[src/rtl/uart_rx_cfg_decoder.sv]
// uart_rx_cfg_decoder: 8N1 UART receiver plus command-frame parser.
// Frames are "SYNC op addr [d3 d2 d1 d0] [csum]" and become config-bus strobes.
// Build option: define UART_RX_CFG_CHECKSUM_EN to require a trailing checksum byte
// equal to the XOR of the opcode, address and data bytes.
//
// Output contract: wrStb, rdStb, errStb and rxByteVld are single-cycle pulses
// with no backpressure. addr32 (and i32 for writes) are valid in the strobe
// cycle and hold until the next completed command. errStb never coincides
// with wrStb or rdStb.
module uart_rx_cfg_decoder #(
   parameter int unsigned CLK_DIV   = 87,
   parameter logic [7:0]  SYNC_BYTE = 8'hA5,
   parameter int unsigned TIMEOUT   = 100000
) (
   input  logic        clk,
   input  logic        nRst,
   input  logic        uRx,
   output logic [31:0] addr32,
   output logic [31:0] i32,
   output logic        wrStb,
   output logic        rdStb,
   output logic        errStb,
   output logic [7:0]  rxByte,
   output logic        rxByteVld
);

   localparam int CW = (CLK_DIV > 1) ? $clog2(CLK_DIV) : 1;
   localparam int TW = $clog2(TIMEOUT + 1);
   localparam logic [CW-1:0] HALF_BIT = CW'(CLK_DIV / 2 - 1);
   localparam logic [CW-1:0] FULL_BIT = CW'(CLK_DIV - 1);
   localparam logic [TW-1:0] TO_LAST  = TW'(TIMEOUT - 1);
   localparam logic [7:0]    OP_WR    = 8'h57;
   localparam logic [7:0]    OP_RD    = 8'h52;

   typedef enum logic [1:0] {B_IDLE, B_START, B_DATA, B_STOP} b_state_t;
`ifdef UART_RX_CFG_CHECKSUM_EN
   typedef enum logic [2:0] {P_SYNC, P_OP, P_ADDR, P_DATA, P_CSUM} p_state_t;
`else
   typedef enum logic [1:0] {P_SYNC, P_OP, P_ADDR, P_DATA} p_state_t;
`endif

   b_state_t      b_state;
   p_state_t      p_state;
   logic [2:0]    sync_q;      // [1] is the synchronised line, [2] its previous value
   logic          rx;
   logic          rx_prev;
   logic [CW-1:0] bit_cnt;
   logic [2:0]    bit_idx;
   logic [7:0]    shreg;
   logic          frm_err;     // stop bit sampled low, seen by the parser next cycle
   logic [TW-1:0] to_cnt;
   logic          is_wr;
   logic [1:0]    d_idx;
   logic [7:0]    addr_h;
   logic [23:0]   data_h;      // first three data bytes; byte 3 completes the word
`ifdef UART_RX_CFG_CHECKSUM_EN
   logic [7:0]    data_last;
   logic [7:0]    csum;
`endif

   assign rx      = sync_q[1];
   assign rx_prev = sync_q[2];

   // Two-flop synchroniser plus one history flop for falling-edge detection; idle high.
   always_ff @(posedge clk or negedge nRst) begin
      if (!nRst) sync_q <= 3'b111;
      else       sync_q <= {sync_q[1:0], uRx};
   end

   // Bit engine: finds a start edge, samples each bit at mid-bit, checks the stop bit.
   always_ff @(posedge clk or negedge nRst) begin
      if (!nRst) begin
         b_state   <= B_IDLE;
         bit_cnt   <= '0;
         bit_idx   <= '0;
         shreg     <= '0;
         rxByte    <= '0;
         rxByteVld <= 1'b0;
         frm_err   <= 1'b0;
      end else begin
         rxByteVld <= 1'b0;
         frm_err   <= 1'b0;
         case (b_state)
            B_IDLE: begin
               if (rx_prev && !rx) begin
                  bit_cnt <= HALF_BIT;
                  b_state <= B_START;
               end
            end
            B_START: begin
               if (bit_cnt == '0) begin
                  if (!rx) begin
                     bit_cnt <= FULL_BIT;
                     bit_idx <= '0;
                     b_state <= B_DATA;
                  end else begin
                     b_state <= B_IDLE;  // glitch, not a real start bit
                  end
               end else begin
                  bit_cnt <= bit_cnt - 1'b1;
               end
            end
            B_DATA: begin
               if (bit_cnt == '0) begin
                  shreg   <= {rx, shreg[7:1]};
                  bit_cnt <= FULL_BIT;
                  if (bit_idx == 3'd7) b_state <= B_STOP;
                  else                 bit_idx <= bit_idx + 1'b1;
               end else begin
                  bit_cnt <= bit_cnt - 1'b1;
               end
            end
            B_STOP: begin
               if (bit_cnt == '0) begin
                  if (rx) begin
                     rxByte    <= shreg;
                     rxByteVld <= 1'b1;
                  end else begin
                     frm_err   <= 1'b1;
                  end
                  b_state <= B_IDLE;
               end else begin
                  bit_cnt <= bit_cnt - 1'b1;
               end
            end
            default: b_state <= B_IDLE;
         endcase
      end
   end

   // Frame parser: consumes received bytes, runs the inter-byte timeout, issues strobes.
   always_ff @(posedge clk or negedge nRst) begin
      if (!nRst) begin
         p_state   <= P_SYNC;
         to_cnt    <= '0;
         is_wr     <= 1'b0;
         d_idx     <= '0;
         addr_h    <= '0;
         data_h    <= '0;
`ifdef UART_RX_CFG_CHECKSUM_EN
         data_last <= '0;
         csum      <= '0;
`endif
         addr32    <= '0;
         i32       <= '0;
         wrStb     <= 1'b0;
         rdStb     <= 1'b0;
         errStb    <= 1'b0;
      end else begin
         wrStb  <= 1'b0;
         rdStb  <= 1'b0;
         errStb <= 1'b0;
         if (frm_err) begin
            errStb  <= 1'b1;
            p_state <= P_SYNC;
            to_cnt  <= '0;
         end else if (rxByteVld) begin
            // A byte arriving beats a timeout expiring in the same cycle.
            to_cnt <= '0;
            case (p_state)
               P_SYNC: begin
                  if (rxByte == SYNC_BYTE) p_state <= P_OP;
               end
               P_OP: begin
                  if (rxByte == OP_WR || rxByte == OP_RD) begin
                     is_wr   <= (rxByte == OP_WR);
`ifdef UART_RX_CFG_CHECKSUM_EN
                     csum    <= rxByte;
`endif
                     p_state <= P_ADDR;
                  end else begin
                     errStb  <= 1'b1;
                     p_state <= P_SYNC;
                  end
               end
               P_ADDR: begin
                  addr_h <= rxByte;
                  d_idx  <= '0;
`ifdef UART_RX_CFG_CHECKSUM_EN
                  csum   <= csum ^ rxByte;
                  p_state <= is_wr ? P_DATA : P_CSUM;
`else
                  if (is_wr) begin
                     p_state <= P_DATA;
                  end else begin
                     addr32  <= {24'h0, rxByte};
                     rdStb   <= 1'b1;
                     p_state <= P_SYNC;
                  end
`endif
               end
               P_DATA: begin
                  d_idx <= d_idx + 1'b1;
`ifdef UART_RX_CFG_CHECKSUM_EN
                  csum  <= csum ^ rxByte;
`endif
                  if (d_idx == 2'd3) begin
`ifdef UART_RX_CFG_CHECKSUM_EN
                     data_last <= rxByte;
                     p_state   <= P_CSUM;
`else
                     addr32  <= {24'h0, addr_h};
                     i32     <= {data_h, rxByte};
                     wrStb   <= 1'b1;
                     p_state <= P_SYNC;
`endif
                  end else begin
                     data_h <= {data_h[15:0], rxByte};
                  end
               end
`ifdef UART_RX_CFG_CHECKSUM_EN
               P_CSUM: begin
                  if (rxByte == csum) begin
                     addr32 <= {24'h0, addr_h};
                     if (is_wr) begin
                        i32   <= {data_h, data_last};
                        wrStb <= 1'b1;
                     end else begin
                        rdStb <= 1'b1;
                     end
                  end else begin
                     errStb <= 1'b1;
                  end
                  p_state <= P_SYNC;
               end
`endif
               default: p_state <= P_SYNC;
            endcase
         end else if (p_state != P_SYNC) begin
            if (to_cnt == TO_LAST) begin
               errStb  <= 1'b1;
               p_state <= P_SYNC;
               to_cnt  <= '0;
            end else begin
               to_cnt <= to_cnt + 1'b1;
            end
         end else begin
            to_cnt <= '0;
         end
      end
   end

endmodule

[config.mk]
export PLATFORM = sky130hd
export DESIGN_NAME = uart_rx_cfg_decoder
export DESIGN_NICKNAME = d
export VERILOG_FILES = /design/src/rtl/uart_rx_cfg_decoder.sv
export SDC_FILE = /design/constraint.sdc
export NUM_CORES = 1
export LEC_CHECK = 0
export BUFFER_PORTS_ARGS = -buffer_cell sky130_fd_sc_hd__buf_2
export CAP_MARGIN = 10
export CORE_MARGIN = 8
export CORE_UTILIZATION = 35
export CTS_CLUSTER_SIZE = 14
export DETAILED_ROUTE_END_ITERATION = 7
export HOLD_SLACK_MARGIN = 0.1
export PLACE_DENSITY = 0.62
export SYNTH_ARGS = -nofsm -noshare
export SYNTH_HDL_FRONTEND = slang
export SYNTH_SLANG_ARGS = --single-unit
export TNS_END_PERCENT = 10
[constraint.sdc]
create_clock -name clk -period 2 [get_ports clk]
set_input_delay 0.1 -clock clk [delete_from_list [all_inputs] [get_ports clk]]
set_output_delay 0.1 -clock clk [all_outputs]
set_load 0.02 [all_outputs]
======== Yosys cells after proc, flatten, opt, wreduce, memory -nomap -nowiden ========
Cells that the tools add are included.
operators by class
  eq/ne operators ......................... 25
  reductions and logical operators ........ 23
  muxes and demuxes ....................... 55
  bitwise operators ....................... 2
  add/sub/neg operators ................... 4
operators with widths
  operator                                              count
  two-way mux 17 bit                                    4
  two-way mux 32 bit                                    2
  one-hot mux 32 bit (2 select lines)                   1
  two-way mux 7 bit                                     5
  two-way mux 2 bit                                     14
  one-hot mux 7 bit (4 select lines)                    1
  two-way mux 1 bit                                     20
  inequality test 2 bit (second input constant)         10
  adder 17 x 1 -> 17 bit (second input constant)        1
  equality test 17 bit (second input constant)          1
  equality test 8 x 7 -> 1 bit (second input constant)  2
  one-hot mux 2 bit (4 select lines)                    2
  AND reduction 4 bit                                   4
  AND reduction 5 bit                                   3
  two-way mux 3 bit                                     4
  AND reduction 3 bit                                   4
  equality test 2 bit (second input constant)           5
  equality test 8 bit (second input constant)           1
  inequality test 4 bit (second input constant)         2
  zero test 7 bit                                       1
  subtractor 7 x 1 -> 7 bit (second input constant)     1
  one-hot mux 3 bit (2 select lines)                    1
  nonzero test 2 bit                                    3
  nonzero test 3 bit                                    2
  12 further kinds                                      15
word-level totals
  output and inout port bits .............. 76
  register bits ........................... 154

======== Depth between registers and ports, before layout ========
  depth after elaboration ................. 6
  gate-level depth with buffers ........... 7

======== Worst setup path after synthesis ========
OpenSTA, ideal clock, no wires.
  path type ............................... flip-flop to flip-flop
  start ................................... register bit_cnt[0]
  end ..................................... register (tool-made name)
  arrival time ............................ 1.803 ns
  slack ................................... 0.118 ns
  required time ........................... 1.921 ns
  cell stages (with the launch flop) ...... 7
  cell sequence ........................... dfrtp_1 -> inv_1 -> ha_1 -> or3b_4 -> or3_4 -> a211oi_2 -> mux2i_1
RTL lines
  element                 RTL line  text
  start, declared         47        logic [CW-1:0] bit_cnt;
  start signal, assigned  100       bit_cnt <= bit_cnt - 1'b1;
  start signal, assigned  110       bit_cnt <= bit_cnt - 1'b1;
  start signal, assigned  123       bit_cnt <= bit_cnt - 1'b1;

==> flow_metrics.tcl <==
set metrics [dict create \
    grt_first_pass_wirelength_um 20100 \
    vias 3700 \
    rows 47 \
    initial_core_util_pct 35.6 \
    nets 556 \
    synthArstFlopShare_pct 100 \
    cts_buffers 17 \
    grt_pass1_vias 4004 \
    ios 79 \
    clock.fmax_mhz 511 \
    htree_levels 4 \
    coreArea_um2 16500 \
    synth_seq_cells 130 \
    synth_top_area_share_pct 54.2 \
    setup_viol 0 \
    area_growth_pct 21.9 \
    yosys-top-cells-area "dfrtp_1 (54%), mux2_2 (19%), buf_4 (3.3%)" \
    yosysMostFrequentCell "dfrtp_1" \
    vias_per_cell 4.77 \
    place_congestion 0.796 \
    placed_cells_incl_taps 739 \
    fp.dieW_um 145 \
    timing.final.crit_share_pct 97.9 \
    synth_commonest_cells "dfrtp_1 (127), mux2_2 (97), buf_4 (26)" \
    outcome "completed" \
    power_density_nw_per_um2 1020 \
    min_period_ps 1960 \
    wl_per_cell_um 15.3 \
    dieArea_um2 21100 \
    fin_setup_tns_ps 0 \
    totalWireLength_um 11900 \
    fin_skew_ps 8.81 \
    synth_top_cell_by_area "dfrtp_1" \
    syn_avg_cell_area_um2 12.7 \
    dp_hpwl_um 8300 \
    crit_required_ps 2340 \
    crit_fanout 8 \
    drc 0 \
    critPathKind "flip-flop to flip-flop" \
    cts_tree "yes" \
    worst-r2r-setup-slack_ps 40 \
    final_area_um2 7150 \
    syn_area_um2 5860 \
    clk_path_buf_depth 2 \
    stdcell_count 775 \
    synth_edf_count 0 \
    gr-total-overflow 0 \
    worst_slew_pin_slew_ps 493 \
    io_buffers 54 \
    ys.flop_type "dfrtp_1" \
    yosysSeqAreaShare_pct 55.5 \
    maxSlewHeadroom_pct 66.9 \
    clk_pin_slew_ps 60 \
    ir_worst_vdd_mv 0.772 \
    timing.rr.start "b_state[0]" \
    final_hold_viol_count 0 \
    startpoint_type "flip-flop" \
    dr.pass1.iters 4 \
    maxSlewViolCount 0 \
    p_leak_nw 3.59 \
    crit_path_end_kind "flip-flop" \
    syn_inst 460 \
    worstSkewPairLatency_ps 410 \
    grt_usage_pct 11.6 \
    ys_warn_count 0 \
    drive_gt1_share_pct 40.2 \
    synth_cell_types 56 \
    root_buffer "clkbuf_16" \
    diodes 0 \
    grt_max_degree 57 \
    clock_sinks 130 \
    grt_setup_unrepaired "yes" \
    drtAntennaViolNets 0 \
    antenna_found_initial 0 \
    drt_iter0_drc 125 \
    cp.arrival_ps 2290 \
    die_h_um 145 \
    hp-class "input pin to async pin" \
    place_area_um2 6450 \
    max_cap_viol_count 0 \
    ff2ff_path_depth 6 \
]
-- cells in the final DEF, fill, tap and decap left out, types with 3 or more instances in the layout --
cell type  instances
a21oi_1           15
buf_12             4
buf_2             53
buf_4             19
bufinv_16          4
clkbuf_16         17
clkbuf_8           4
clkinv_2           3
conb_1            24
dfrtp_1          127
dfstp_2            3
ha_1              10
inv_1             13
mux2_2            97
mux2i_1            3
nand2_1           19
nand3_1            5
nand4_1           10
nor2_1            25
nor2b_1            5
nor3_1             9
nor4_1             4
nor4b_1            3
nor4bb_1           3
o21ai_0           12
o31ai_1            3
or3_1              3
xnor2_1            7
xor2_1             7
-- layer usage --
metal / vias up / GRT usage, % / part of all wire, %
met2: 62 / 20.0 / 51
met3: 10 / 3.48 / 3.4
met1: 1878 / 13.6 / 45
met4: 0 / 3.85 / 0.98
met5: - / 0 / 0
li1: 1750 / - / -
-- registers in the layout, indices dropped and copies added (netlist names), 2 cells and up, named ones only --
name / flops
data_h: 24
bit_cnt: 7
rxByte: 8
d_idx: 2
addr_h: 8
shreg: 8
to_cnt: 17
p_state: 2
sync_q: 3
bit_idx: 3
i32: 32
addr32: 8
-- cells by family (layout without fill, tap and decap cells) --
kind of cell	after synthesis	count (layout)	share of synthesized area, %
other	1	24	0.0640
muxes	100	100	19.1
AOI/OAI and AO/OA	45	45	5.21
and+or+nand+nor	107	107	10.5
DFF	130	130	55.5
buffers and inverters	52	124	5.14
xor gates and xnor gates	14	14	2.09
adders and majority gates	11	11	2.35
-- worst max-delay path by stage --
stage,end,depth (start not counted),start
floorplan,flip-flop,6,bit_cnt[0]
global placement,flip-flop,6,bit_cnt[0]
detailed placement,flip-flop,6,bit_cnt[0]
CTS,flip-flop,6,b_state[0]
global route,flip-flop,6,b_state[0]
finish,flip-flop,6,b_state[0]
-- what timing repair did --
action / 4_1_cts / 5_1_grt
hold endpoints to repair: 128 / 0
pin swaps: 1 / 1
hold buffers: 2 / 0
setup buffers: 0 / 2
setup endpoints to repair: 2 / 20
resized for setup: 3 / 1
-- power by group --
part           internal [W]  leakage (nW)  total [W]  switching [W]
combinational      0.000468          1.48    0.00118       0.000716
sequential          0.00273          1.79    0.00283      0.0000975
clock               0.00222         0.313    0.00331        0.00109
-- final cells by class --
type	count	area, um2
Fill cell	1562	9320
Sequential cell	130	3260
Multi-Input combinational cell	301	2420
Timing Repair Buffer	78	508
Clock buffer	23	488
Tap cell	220	275
Clock inverter	9	151
Inverter	14	52.6
-- through the flow --
step	power (W)	hold WS [ps]	util, %	setup WS (ps)
2_1_floorplan	0.00369	-196	-	118
3_3_place_gp	0.00392	71.6	39.2	60.2
3_5_place_dp	0.00398	75.9	39.2	-35.6
4_1_cts	0.00735	181	43.3	15.5
5_1_grt	0.00766	237	43.4	-62.7
6_report	0.00732	192	43.4	42.1
-- critical path, cell delays in order (launching register included) --
cell	delay [ps]
dfrtp_1	400
inv_1	130
ha_1	320
nor4b_1	330
a21oi_1	210
a211oi_4	290
mux2i_1	200
Power figures use the tool's default switching activity.
